`config.mk`:
```
export PLATFORM = sky130hd
export DESIGN_NAME = wb_stage_param
export DESIGN_NICKNAME = d
export VERILOG_FILES = /design/src/rtl/wb_pkg.sv /design/src/rtl/wb_load_align.sv /design/src/rtl/wb_stage_param.sv
export SDC_FILE = /design/constraint.sdc
export NUM_CORES = 1
export LEC_CHECK = 0
export CAP_MARGIN = 10
export CORE_UTILIZATION = 35
export CTS_BUF_LIST = sky130_fd_sc_hd__clkbuf_16
export CTS_CLUSTER_SIZE = 40
export DETAILED_ROUTE_END_ITERATION = 8
export PLACE_DENSITY = 0.65
export SLEW_MARGIN = 25
export SYNTH_ARGS = -nofsm -noshare
export SYNTH_HDL_FRONTEND = slang
export SYNTH_SLANG_ARGS = --single-unit
```
`constraint.sdc`:
```
create_clock -name clock -period 8.8 [get_ports clock]
set_input_delay 1.76 -clock clock [delete_from_list [all_inputs] [get_ports clock]]
set_output_delay 1.76 -clock clock [all_outputs]
set_load 0.02 [all_outputs]
```
`src/rtl/wb_pkg.sv`:
```
// Shared encodings and history-entry layout for the writeback stage.
// History fields are sized for the widest supported build; narrower builds zero-extend.
package wb_pkg;

  typedef enum logic [1:0] {
    WB_ALU  = 2'd0,
    WB_LOAD = 2'd1,
    WB_LINK = 2'd2,
    WB_IMM  = 2'd3
  } wbSel_t;

  typedef enum logic [1:0] {
    LD_B = 2'd0,
    LD_H = 2'd1,
    LD_W = 2'd2,
    LD_D = 2'd3
  } ldSize_t;

  localparam int HIST_ADDR_MAX_W = 8;
  localparam int HIST_DATA_MAX_W = 128;

  typedef struct packed {
    logic                       valid;
    logic [HIST_ADDR_MAX_W-1:0] addr;
    logic [HIST_DATA_MAX_W-1:0] data;
  } histEntry_t;

endpackage

```
`src/rtl/wb_load_align.sv`:
```
// Sub-word load alignment: shift by byte offset, keep the selected size, then zero/sign extend.
// The offset is forced to the natural alignment of the size; word size on a narrow datapath acts as full width.
module wb_load_align
  import wb_pkg::*;
#(
  parameter int DATA_W = 32,
  parameter int OFF_W  = $clog2(DATA_W/8)
) (
  input  logic [DATA_W-1:0] memRdata,
  input  logic [1:0]        ldSize,
  input  logic              ldSigned,
  input  logic [OFF_W-1:0]  ldOffset,
  output logic [DATA_W-1:0] loadData
);

  localparam int WORD_W = (DATA_W < 32) ? DATA_W : 32;
  localparam logic [DATA_W-1:0] MASK_B = DATA_W'(8'hFF);
  localparam logic [DATA_W-1:0] MASK_H = DATA_W'(16'hFFFF);
  localparam logic [DATA_W-1:0] MASK_W = DATA_W'(32'hFFFF_FFFF);

  logic [OFF_W-1:0]  effOffset;
  logic [DATA_W-1:0] shifted;
  logic [DATA_W-1:0] keepMask;
  logic              signBit;

  always_comb begin
    effOffset = ldOffset;
    keepMask  = '1;
    signBit   = 1'b0;
    case (ldSize_t'(ldSize))
      LD_B: begin
        keepMask = MASK_B;
      end
      LD_H: begin
        effOffset[0] = 1'b0;
        keepMask     = MASK_H;
      end
      LD_W: begin
        effOffset = ldOffset & ~OFF_W'(3);
        keepMask  = MASK_W;
      end
      default: begin
        effOffset = '0;
        keepMask  = '1;
      end
    endcase

    shifted = memRdata >> {effOffset, 3'b000};

    case (ldSize_t'(ldSize))
      LD_B:    signBit = shifted[7];
      LD_H:    signBit = shifted[15];
      LD_W:    signBit = shifted[WORD_W-1];
      default: signBit = shifted[DATA_W-1];
    endcase

    loadData = (shifted & keepMask) | ((ldSigned && signBit) ? ~keepMask : '0);
  end

endmodule

```
`src/rtl/wb_stage_param.sv`:
```
// Parametrised writeback stage: four-source select, registered register-file write and bypass history.
// Optional retire counter enabled by defining WB_RETIRE_COUNTER_EN.
module wb_stage_param
  import wb_pkg::*;
#(
  parameter int DATA_W     = 32,
  parameter int REG_ADDR_W = 5,
  parameter int HIST_DEPTH = 2,
  localparam int OFF_W     = $clog2(DATA_W/8)
) (
  input  logic                  clock,
  input  logic                  reset,
  input  logic                  flush_i,
  input  logic                  in_valid,
  input  logic [DATA_W-1:0]     in_alu_result,
  input  logic [DATA_W-1:0]     in_mem_rdata,
  input  logic [DATA_W-1:0]     in_link,
  input  logic [DATA_W-1:0]     in_imm,
  input  logic [1:0]            in_wb_sel,
  input  logic [1:0]            in_ld_size,
  input  logic                  in_ld_signed,
  input  logic [OFF_W-1:0]      in_ld_offset,
  input  logic [REG_ADDR_W-1:0] in_rd,
  input  logic                  in_reg_write,
  output logic                  rf_we,
  output logic [REG_ADDR_W-1:0] rf_waddr,
  output logic [DATA_W-1:0]     rf_wdata,
  output logic                  out_valid,
  input  logic [REG_ADDR_W-1:0] query_addr,
  output logic                  query_hit,
  output logic [DATA_W-1:0]     query_data
`ifdef WB_RETIRE_COUNTER_EN
  ,
  output logic [31:0]           retire_count
`endif
);

  logic              cap;
  logic              weNext;
  logic [DATA_W-1:0] loadData;
  logic [DATA_W-1:0] wdataNext;
  logic              unusedHistBits;
  histEntry_t        hist [HIST_DEPTH];

  assign cap    = in_valid & ~flush_i;
  assign weNext = cap & in_reg_write & (in_rd != '0);

  wb_load_align #(
    .DATA_W (DATA_W),
    .OFF_W  (OFF_W)
  ) uLoadAlign (
    .memRdata (in_mem_rdata),
    .ldSize   (in_ld_size),
    .ldSigned (in_ld_signed),
    .ldOffset (in_ld_offset),
    .loadData (loadData)
  );

  always_comb begin
    wdataNext = in_alu_result;
    case (wbSel_t'(in_wb_sel))
      WB_LOAD: wdataNext = loadData;
      WB_LINK: wdataNext = in_link;
      WB_IMM:  wdataNext = in_imm;
      default: wdataNext = in_alu_result;
    endcase
  end

  // Address and data hold across bubbles so the register file sees stable values.
  always_ff @(posedge clock or posedge reset) begin
    if (reset) begin
      rf_we     <= 1'b0;
      rf_waddr  <= '0;
      rf_wdata  <= '0;
      out_valid <= 1'b0;
    end else begin
      rf_we     <= weNext;
      out_valid <= cap;
      if (cap) begin
        rf_waddr <= in_rd;
        rf_wdata <= wdataNext;
      end
    end
  end

  always_ff @(posedge clock or posedge reset) begin
    if (reset) begin
      for (int i = 0; i < HIST_DEPTH; i++) begin
        hist[i] <= '0;
      end
    end else if (weNext) begin
      hist[0] <= '{valid: 1'b1,
                   addr:  HIST_ADDR_MAX_W'(in_rd),
                   data:  HIST_DATA_MAX_W'(wdataNext)};
      for (int i = 1; i < HIST_DEPTH; i++) begin
        hist[i] <= hist[i-1];
      end
    end
  end

  // Scan oldest to newest so the newest matching entry is the one left standing.
  always_comb begin
    query_hit      = 1'b0;
    query_data     = '0;
    unusedHistBits = 1'b0;
    for (int i = HIST_DEPTH - 1; i >= 0; i--) begin
      unusedHistBits = unusedHistBits ^ (^hist[i].data);
      if (hist[i].valid && (query_addr != '0) &&
          (hist[i].addr == HIST_ADDR_MAX_W'(query_addr))) begin
        query_hit  = 1'b1;
        query_data = hist[i].data[DATA_W-1:0];
      end
    end
  end

`ifdef WB_RETIRE_COUNTER_EN
  always_ff @(posedge clock or posedge reset) begin
    if (reset) begin
      retire_count <= '0;
    end else if (cap) begin
      retire_count <= retire_count + 32'd1;
    end
  end
`endif

endmodule

```
==> results.cfg <==
[clock_network]
cts_root_buffer = clkbuf_16
cts_tree = yes
clkTransAtPathRegs_ps = 50
cts_buffers = 17
clock-sinks = 115
htree_levels = 4
postCtsSetupBuffers = 0
clk_path_buf_depth = 2
clock_latency_ps = 410
cts_resized = 0
postCtsHoldBufs = 0

[min_path]
hp-start = hist[29]$_DFFE_PP0P_
hold_class = register to register
hold_depth = 2
worstHoldEndpoint = hist[29]$_DFFE_PP0P_

[cells_and_area]
multiInputGateArea_um2 = 3260
final_cell_mix = clkdlybuf4s50_1, nand2_1, dfrtp_1
final_common_cell = clkdlybuf4s50_1
nNetsFinal = 1021
fillCellCount = 1628
layout.cells.non_filler = 1109
syn_to_final_growth_pct = 47.2
drive_gt1_share_pct = 11.9
regArea_um2 = 2880

[sta]
hold_viol_final = 0
slew_headroom_pct = 38.7
fmax_mhz = 151
holdWs_ps = 463
rsz0062_at_grt = false
finalSetupViolations = 0
skew_ps = 5.56
fin_crit_ps = 6610
final_max_slew_viol_count = 0
fin_tns_setup_ps = 0
post-route-period-util_pct = 75.1
max_slew.worst_pin.slew_ps = 916

[floorplan]
dieArea_um2 = 18700
io_pins = 222
die_height_um = 137
start_util_pct = 36.3
rows = 48
die_w_um = 137
core_area_um2 = 17500

[pwr]
finalPower_mw = 1.87
ir_drop_mv = 0.116
power.density_nw_per_um2 = 200
leakage_nw = 4.21

[outcome]
status = completed

[logic_synthesis]
synth_warnings = 0
yosysSeqAreaShare_pct = 45.3
netlist_area_um2 = 6360
ys_ff_latch = 115
synth_cell_type_count = 41
syn_area_per_cell_um2 = 9.41
synth_cells = 676
synth_nets = 826

[route]
drtIter0Drc = 329
drt_wl_total_um = 20500
ant_nets = 0
vias = 5681
route.detailed.drc = 0
first_pass_iters = 5
avgRoutedWirePerCell_um = 18.5
viasPerCell = 5.12

[placement]
hpwl_um = 15300
numPlacedInstances = 1077
place_congestion = 0.809
portBuffers = 221

[global_route]
grt_pass1_vias = 5559
grt_antenna_before_repair = 1
grt_pass1_wl_um = 31500
grtUsageTotal_pct = 22.9
grt_max_degree = 91
grt_overflow = 0

[worst_setup_path]
arrival_ps = 4850
startpoint = query_addr[4]
required_ps = 7040
critPathMaxFanout = 19
r2r_cells = 2
reg2reg_slack_ps = 8050
r2r-start = hist[152]$_DFFE_PP0P_
crit_family = buffers and inverters
worstPathCellList = clkdlybuf4s50_1 > xor2_1 > nor4_1 > nand4_1 > buf_4 > mux2_2 > clkdlybuf4s50_1
critical_path_class = input pin to output port
cp_slowest_cell = nand4_1
critPathMostFrequentCell = clkdlybuf4s50_1
startpoint_type = input pin
cp_slowest_stage_delay_ps = 730
worst_setup_path_end_kind = output port
r2r-end = hist[152]$_DFFE_PP0P_
cp_num_buf_inv = 3

[job]
drv_cap = 0
## through the flow
stage / util (%) / setup slack, ps / area [µm²]
5_1_grt: 53.4 / 2060 / 9360
6_report: 53.4 / 2190 / 9360
3_3_place_gp: 49.5 / 2210 / 8690
3_5_place_dp: 49.6 / 2190 / 8700
2_1_floorplan: - / 4000 / 6360
4_1_cts: 53.3 / 2170 / 9350
## report_power, final
part / switching [mW] / total (mW) / internal [mW]
Sequential: 0.0640 / 0.692 / 0.628
Clock: 0.236 / 0.759 / 0.523
Combinational: 0.215 / 0.421 / 0.206
## synthesized netlist by cell type
master	number	area (µm²)
a211o_1	2	17.5
a211oi_1	1	7.51
a211oi_2	1	12.5
a21o_1	1	7.51
a21oi_1	3	15.0
a221oi_1	15	131
a31oi_1	38	238
a32o_1	1	10.0
and2_1	13	81.3
and3_1	32	200
and3b_1	2	17.5
buf_1	1	3.75
buf_2	21	105
buf_4	4	30.0
clkbuf_1	27	101
dfrtp_1	115	2880
inv_1	4	15.0
inv_2	2	7.51
mux2_2	39	439
mux2i_1	19	190
mux4_2	19	428
nand2_1	192	721
nand2b_1	4	25.0
nand3_1	1	5.00
nand3b_1	5	37.5
nand4_1	3	18.8
nor2_1	34	128
nor2b_1	2	12.5
nor3_1	6	30.0
nor3b_1	4	30.0
nor3b_4	1	18.8
nor4_1	2	12.5
o211ai_2	1	12.5
o21a_1	1	7.51
o21ai_0	36	180
o21ai_1	3	15.0
o31ai_1	8	60.1
or3_1	1	6.26
or4_1	2	15.0
xnor2_1	1	8.76
xor2_1	9	78.8
## cell families after synthesis
family,synth area share [%]
simple gates,21.4
flops,45.3
compound gates,11.2
mux,16.6
buf+inv,4.13
xor+xnor,1.38
## layer usage
layer | part of all wire [%] | wire length, µm | global-route usage (%)
met5 | 0 | 0 | 0
met4 | 1.3 | 271 | 7.57
met2 | 49 | 10100 | 37.5
met3 | 6.2 | 1260 | 5.04
met1 | 43 | 8840 | 29.9
## sequential cells by signal, summed over array words and instances, names as in the netlist
register and cells:
hist 76, rf_we 1, rf_waddr 5, rf_wdata 32, out_valid 1
## worst max path at each step
| stage | endpoint | slack (ps) | cells after the start |
|---|---|---|---|
| after global routing | query_data[27] | 2060 | 7 |
| final | query_data[26] | 2190 | 7 |
| after floorplan | hist[0]$_DFFE_PP0P_ | 4000 | 1 |
| after global placement | query_data[30] | 2210 | 7 |
| after detailed placement | query_data[27] | 2190 | 7 |
| after CTS | query_data[26] | 2170 | 7 |
## area by class of cell
type,instances,share of cell area (%)
clock inverters,14,2.34
repair buffers,229,24.3
diodes,1,0.0267
multi-input cells,502,34.8
well taps,225,3.01
clock buffers,17,4.55
flip-flops and latches,115,30.7
inverters,6,0.267
## worst min-delay path: cells and delay by family, from the launching register on
family | cells | cell delay [ps]
flip-flops | 1 | 330
AND/OR/NAND/NOR | 2 | 110
No activity file was read; power rests on OpenSTA's default activity.
